`src/rtl/vdp_cpu_vram_port.sv`:
```
// rtl/vdp_cpu_vram_port.sv - CPU-side VDP port 0/1 front end for VRAM access
//
// Purpose:
//   Decodes the two-byte control-port sequence into VDP register writes or
//   VRAM address loads. Turns data-port reads and writes into toggle-handshake
//   requests for the VRAM access arbiter. Keeps a one-byte read-ahead buffer
//   filled from the arbiter's read results.
//
// Ports:
//   CLK21M, RESET               clock, asynchronous active-high reset
//   REQ, WRT, ADR, DBO          CPU access strobe, direction, port select, write data
//   DBI                         CPU read data (data port)
//   DOTSTATE                    dot phase; read results are captured in phase 01
//   REG_R14                     VRAM address bits 16:14
//   PRAMDBI                     VRAM read byte
//   VDPVRAMACCESSDATA           byte for the arbiter to write
//   VDPVRAMACCESSADDRTMP        address for the arbiter to load
//   VDPVRAMADDRSETREQ/ACK       address-load toggle pair
//   VDPVRAMWRREQ/ACK            write toggle pair
//   VDPVRAMRDREQ/ACK            read/prefetch toggle pair
//   VDPVRAMREADINGR/A           read-issued / read-captured toggle pair
//   REG_WR_STB, _NUM, _DATA     one-cycle register write pulse with number and value
//   CPU_BUSY                    a VRAM request is outstanding or held

module vdp_cpu_vram_port (
  input  logic        CLK21M,
  input  logic        RESET,
  input  logic        REQ,
  input  logic        WRT,
  input  logic [1:0]  ADR,
  input  logic [7:0]  DBO,
  output logic [7:0]  DBI,
  input  logic [1:0]  DOTSTATE,
  input  logic [2:0]  REG_R14,
  input  logic [7:0]  PRAMDBI,
  output logic [7:0]  VDPVRAMACCESSDATA,
  output logic [16:0] VDPVRAMACCESSADDRTMP,
  output logic        VDPVRAMADDRSETREQ,
  input  logic        VDPVRAMADDRSETACK,
  output logic        VDPVRAMWRREQ,
  input  logic        VDPVRAMWRACK,
  output logic        VDPVRAMRDREQ,
  input  logic        VDPVRAMRDACK,
  input  logic        VDPVRAMREADINGR,
  output logic        VDPVRAMREADINGA,
  output logic        REG_WR_STB,
  output logic [5:0]  REG_WR_NUM,
  output logic [7:0]  REG_WR_DATA,
  output logic        CPU_BUSY
);

  // control-port byte sequencing
  logic       first_flag;
  logic [7:0] first_latch;

  // read-ahead buffer
  logic [7:0] rd_buf;

  // single-entry holding registers, one per request type
  logic       wr_hold_valid;
  logic [7:0] wr_hold_data;
  logic       rd_hold_valid;
  logic       as_hold_valid;

  // decoded CPU accesses
  logic data_wr, data_rd, ctl_wr, ctl_rd;
  logic second_byte, reg_write, addr_set, addr_set_rd, new_rd;

  // handshake status
  logic wr_pend, rd_pend, as_pend;
  logic wr_issue_hold, rd_issue_hold, as_issue_hold;
  logic capture;

  assign data_wr     = REQ &  WRT & (ADR == 2'b00);
  assign data_rd     = REQ & ~WRT & (ADR == 2'b00);
  assign ctl_wr      = REQ &  WRT & (ADR == 2'b01);
  assign ctl_rd      = REQ & ~WRT & (ADR == 2'b01);

  assign second_byte = ctl_wr & first_flag;
  assign reg_write   = second_byte &  DBO[7];
  assign addr_set    = second_byte & ~DBO[7];
  assign addr_set_rd = addr_set & ~DBO[6];
  // a read-mode address set prefetches through the same read channel
  assign new_rd      = data_rd | addr_set_rd;

  assign wr_pend = VDPVRAMWRREQ      ^ VDPVRAMWRACK;
  assign rd_pend = VDPVRAMRDREQ      ^ VDPVRAMRDACK;
  assign as_pend = VDPVRAMADDRSETREQ ^ VDPVRAMADDRSETACK;

  // a held request goes out as soon as its channel has been acknowledged
  assign wr_issue_hold = wr_hold_valid & ~wr_pend;
  assign rd_issue_hold = rd_hold_valid & ~rd_pend;
  assign as_issue_hold = as_hold_valid & ~as_pend;

  assign capture = (VDPVRAMREADINGR != VDPVRAMREADINGA) & (DOTSTATE == 2'b01);

  assign CPU_BUSY = wr_pend | rd_pend | as_pend |
                    wr_hold_valid | rd_hold_valid | as_hold_valid;

  always_ff @(posedge CLK21M or posedge RESET) begin
    if (RESET) begin
      DBI                  <= 8'h00;
      VDPVRAMACCESSDATA    <= 8'h00;
      VDPVRAMACCESSADDRTMP <= 17'h0;
      VDPVRAMADDRSETREQ    <= 1'b0;
      VDPVRAMWRREQ         <= 1'b0;
      VDPVRAMRDREQ         <= 1'b0;
      VDPVRAMREADINGA      <= 1'b0;
      REG_WR_STB           <= 1'b0;
      REG_WR_NUM           <= 6'h0;
      REG_WR_DATA          <= 8'h00;
      first_flag           <= 1'b0;
      first_latch          <= 8'h00;
      rd_buf               <= 8'h00;
      wr_hold_valid        <= 1'b0;
      wr_hold_data         <= 8'h00;
      rd_hold_valid        <= 1'b0;
      as_hold_valid        <= 1'b0;
    end else begin
      REG_WR_STB <= 1'b0;

      // any other port 0/1 access resynchronises the byte pairing
      if (ctl_wr) begin
        if (!first_flag) begin
          first_latch <= DBO;
          first_flag  <= 1'b1;
        end else begin
          first_flag  <= 1'b0;
        end
      end else if (ctl_rd | data_wr | data_rd) begin
        first_flag <= 1'b0;
      end

      if (reg_write) begin
        REG_WR_STB  <= 1'b1;
        REG_WR_NUM  <= DBO[5:0];
        REG_WR_DATA <= first_latch;
      end

      if (addr_set) begin
        VDPVRAMACCESSADDRTMP <= {REG_R14, DBO[5:0], first_latch};
      end

      // address-load channel; a held load picks up the latest ADDRTMP
      if (as_issue_hold) begin
        VDPVRAMADDRSETREQ <= ~VDPVRAMADDRSETREQ;
        as_hold_valid     <= 1'b0;
      end else if (addr_set & ~as_pend) begin
        VDPVRAMADDRSETREQ <= ~VDPVRAMADDRSETREQ;
      end
      if (addr_set & (as_pend | as_hold_valid)) begin
        as_hold_valid <= 1'b1;
      end

      // write channel; ACCESSDATA only changes when a toggle goes out so the
      // arbiter never sees the byte move under a pending request
      if (wr_issue_hold) begin
        VDPVRAMWRREQ      <= ~VDPVRAMWRREQ;
        VDPVRAMACCESSDATA <= wr_hold_data;
        wr_hold_valid     <= 1'b0;
      end else if (data_wr & ~wr_pend) begin
        VDPVRAMWRREQ      <= ~VDPVRAMWRREQ;
        VDPVRAMACCESSDATA <= DBO;
      end
      // an occupied holder is overwritten so the newest byte wins
      if (data_wr & (wr_pend | wr_hold_valid)) begin
        wr_hold_data  <= DBO;
        wr_hold_valid <= 1'b1;
      end

      // read / prefetch channel
      if (rd_issue_hold) begin
        VDPVRAMRDREQ  <= ~VDPVRAMRDREQ;
        rd_hold_valid <= 1'b0;
      end else if (new_rd & ~rd_pend) begin
        VDPVRAMRDREQ <= ~VDPVRAMRDREQ;
      end
      if (new_rd & (rd_pend | rd_hold_valid)) begin
        rd_hold_valid <= 1'b1;
      end

      // the CPU gets the buffer as it stood before any same-cycle capture
      if (data_rd) begin
        DBI <= rd_buf;
      end

      if (capture) begin
        rd_buf          <= PRAMDBI;
        VDPVRAMREADINGA <= VDPVRAMREADINGR;
      end
    end
  end

endmodule
```
`config.mk`:
```
export PLATFORM = sky130hd
export DESIGN_NAME = vdp_cpu_vram_port
export DESIGN_NICKNAME = d
export VERILOG_FILES = /design/src/rtl/vdp_cpu_vram_port.sv
export SDC_FILE = /design/constraint.sdc
export NUM_CORES = 1
export LEC_CHECK = 0
export ABC_AREA = 1
export BUFFER_PORTS_ARGS = -buffer_cell sky130_fd_sc_hd__buf_2
export CAP_MARGIN = 10
export CORE_MARGIN = 2
export CORE_UTILIZATION = 37
export CTS_CLUSTER_DIAMETER = 50
export CTS_CLUSTER_SIZE = 20
export DETAILED_ROUTE_END_ITERATION = 10
export PLACE_DENSITY = 0.68
export SKIP_LAST_GASP = 1
export SLEW_MARGIN = 30
export SYNTH_ARGS = -nofsm -noshare
export SYNTH_HDL_FRONTEND = slang
export SYNTH_SLANG_ARGS = --single-unit
```
`constraint.sdc`:
```
create_clock -name CLK21M -period 4 [get_ports CLK21M]
set_input_delay 0.6 -clock CLK21M [delete_from_list [all_inputs] [get_ports CLK21M]]
set_output_delay 0.6 -clock CLK21M [all_outputs]
set_load 0.01 [all_outputs]
```
==> reports/metrics.cfg <==
[clock_network]
cts.clk_slew.worst_paths_ns = 0.09
numClockSinks = 80
cts_resized = 0
cts_tree = yes
cts_buffers = 9
cts-hold-fix-buffers = 0
postCtsSetupBuffers = 0
clkLatencyLatePin_ns = 0.35
cts-root-buf = clkbuf_8
cts_max_level = 3
clockBufferDepth = 2

[final_layout]
final_common_cell = nand2_1
area_growth_pct = 19.96
drive_gt1_frac = 0.3374
diodes = 0
stdcell_count = 520
final_cell_mix = nand2_1 (89), buf_2 (83), dfrtp_1 (80)
design_area_mm2 = 0.003940
final_nets = 438
finish.utilization = 0.4540

[place]
port_buffers = 83
dpl_cell_area_mm2 = 0.003751
hpwl_mm = 4.675
dp.cells = 504
pre_cts_ws_ns = 1.919
place_congestion = 0.7792

[detailed_routing]
dr.pass1.iters = 4
drt-vias-per-instance = 4.685
drt_iter0_drc = 98
drc = 0
m1WireLength_mm = 3.080
top_layer = met4
avgRoutedWirePerCell_um = 12.71
vias = 2436
detail-route-antenna-nets = 0
drt_wl_total_mm = 6.609
wl_met2_mm = 2.892
wl_met3_um = 561

[floorplan]
fp.dieW_um = 98.22
io_pins = 84
die_y_um = 98.22
core_mm2 = 0.008678
start_util = 0.3785
die-area_mm2 = 0.009646
fp-row-count = 34

[yosys]
synthArstFlopShare = 1.000
synth_cell_types = 29
synth-warning-count = 0
syn_inst = 322
synth-edff-count = 0
synthesis.area_mm2 = 0.003284
yosys_register_bits = 80
ys_seq_area_frac = 0.6095
syn_nets = 353
ys.flop_type = dfrtp_1
avgSynthCellArea_um2 = 10.20

[critical_path]
critPathKind = flop to output port
regToRegEndpoint = wr_hold_valid$_DFFE_PP0P_
reg2reg_from = VDPVRAMWRREQ$_DFFE_PP0P_
reg2reg_depth = 4
max_stage_delay_ns = 0.43
start_kind = flop
path_buf_inv = 1
crit_arrival_ns = 1.59
cp-end-kind = output port
critPathMaxFanout = 4
reg2reg_slack_ns = 2.54
cp_slowest_cell = dfrtp_1
cp_top_family = flip-flops
critPathRequiredTime_ns = 3.40
path_cells = xnor2_2 -> nand2_2 -> nor3_1 -> nand3_1 -> buf_2

[timing]
worst_slack_ns = 1.815
relSlewSlack = 0.4503
clock_skew_ns = 0.006723
finalCriticalPeriod_ns = 2.185
hold_viol_final = 0
grt_setup_unrepaired = false
hold_ws_ns = 0.3716
post-route-period-util = 0.5463
worst_pin_slew_ns = 0.8236
final.setup.tns_ns = 0
maxSlewViolCount = 0
setup_viol = 0
fmax_ghz = 0.4576

[global_routing]
overflow = 0
grt_usage = 0.1458
grt_max_degree = 49
grt_pass1_wl_mm = 11.17
grt_pass1_vias = 2287
antenna_found_initial = 0

[run_status]
status = completed

[power]
power_mw = 2.280
vdd_drop_max_v = 0.0002633
power_density_mw_per_mm2 = 578.7
leakagePower_nw = 2.111

[hold_path]
hp-class = input pin to async pin

[flow_run]
cap_violations = 0

==> report_power, final <==
group	leakage [nW]	internal, mW	total, mW	switching, mW
registers	1.04	1.02	1.14	0.121
logic	0.988	0.249	0.569	0.319
clock network	0.0875	0.251	0.568	0.317
total	2.11	1.52	2.28	0.758
==> synthesized netlist by cell type (3+ instances only) <==
cell     count  area share
o21ai_2     13       0.035
inv_1       32       0.037
o21ai_0     28       0.043
buf_2        3      0.0046
dfrtp_1     80        0.61
nand3_1     10       0.015
nand2_2      8       0.015
buf_6        4       0.014
mux2_2       9       0.031
nand2_1     89        0.10
o21ai_1     25       0.038
==> worst reg2reg max path: cells and delay by family, from the launching register on <==
| kind | cells | cell delay [ns] |
|---|---|---|
| AOI/OAI and AO/OA | 1 | 0.15 |
| xor gates and xnor gates | 1 | 0.29 |
| DFF | 1 | 0.43 |
| and+or+nand+nor | 2 | 0.45 |
==> sequential cells by signal, indices dropped and copies added (netlist names), 6 cells and up <==
name,cells
first_latch,8
wr_hold_data,8
REG_WR_DATA,8
rd_buf,8
VDPVRAMACCESSADDRTMP,17
DBI,8
VDPVRAMACCESSDATA,8
REG_WR_NUM,6
==> area by class of cell <==
type / instances / area, um2
Timing Repair Buffer: 84 / 422.9
Multi-Input combinational cell: 199 / 1066
Sequential cell: 80 / 2002
Inverter: 33 / 125.1
Clock inverter: 6 / 51.30
Clock buffer: 10 / 137.6
Tap cell: 108 / 135.1
Fill cell: 874 / 4738
==> routing by layer <==
metal | vias to the layer above | GRT usage
met1 | 1144 | 0.1930
met3 | 8 | 0.06729
met4 | 0 | 0.03899
li1 | 1204 | -
met5 | - | 0
met2 | 80 | 0.2187
==> worst max-delay path by stage <==
stage,cells after the start,from,endpoint,slack (ns)
finish,5,VDPVRAMWRREQ$_DFFE_PP0P_,CPU_BUSY,1.81
detailed placement,6,VDPVRAMWRACK,CPU_BUSY,1.92
global placement,6,VDPVRAMWRACK,CPU_BUSY,1.94
global route,5,VDPVRAMWRREQ$_DFFE_PP0P_,CPU_BUSY,1.70
CTS,5,VDPVRAMWRREQ$_DFFE_PP0P_,CPU_BUSY,1.78
floorplan,1,RESET,DBI[0]$_DFFE_PP0P_,1.35
==> cells by family (layout without fill, tap and decap cells) <==
family          after synthesis  in the layout  synth area share
simple gates                117            117            0.1566
compound gates               68             68            0.1192
mux                           9              9           0.03086
flops                        80             80            0.6095
xor+xnor                      5              5           0.01791
buf+inv                      43            133           0.06590
No activity file was read; power rests on OpenSTA's default activity.
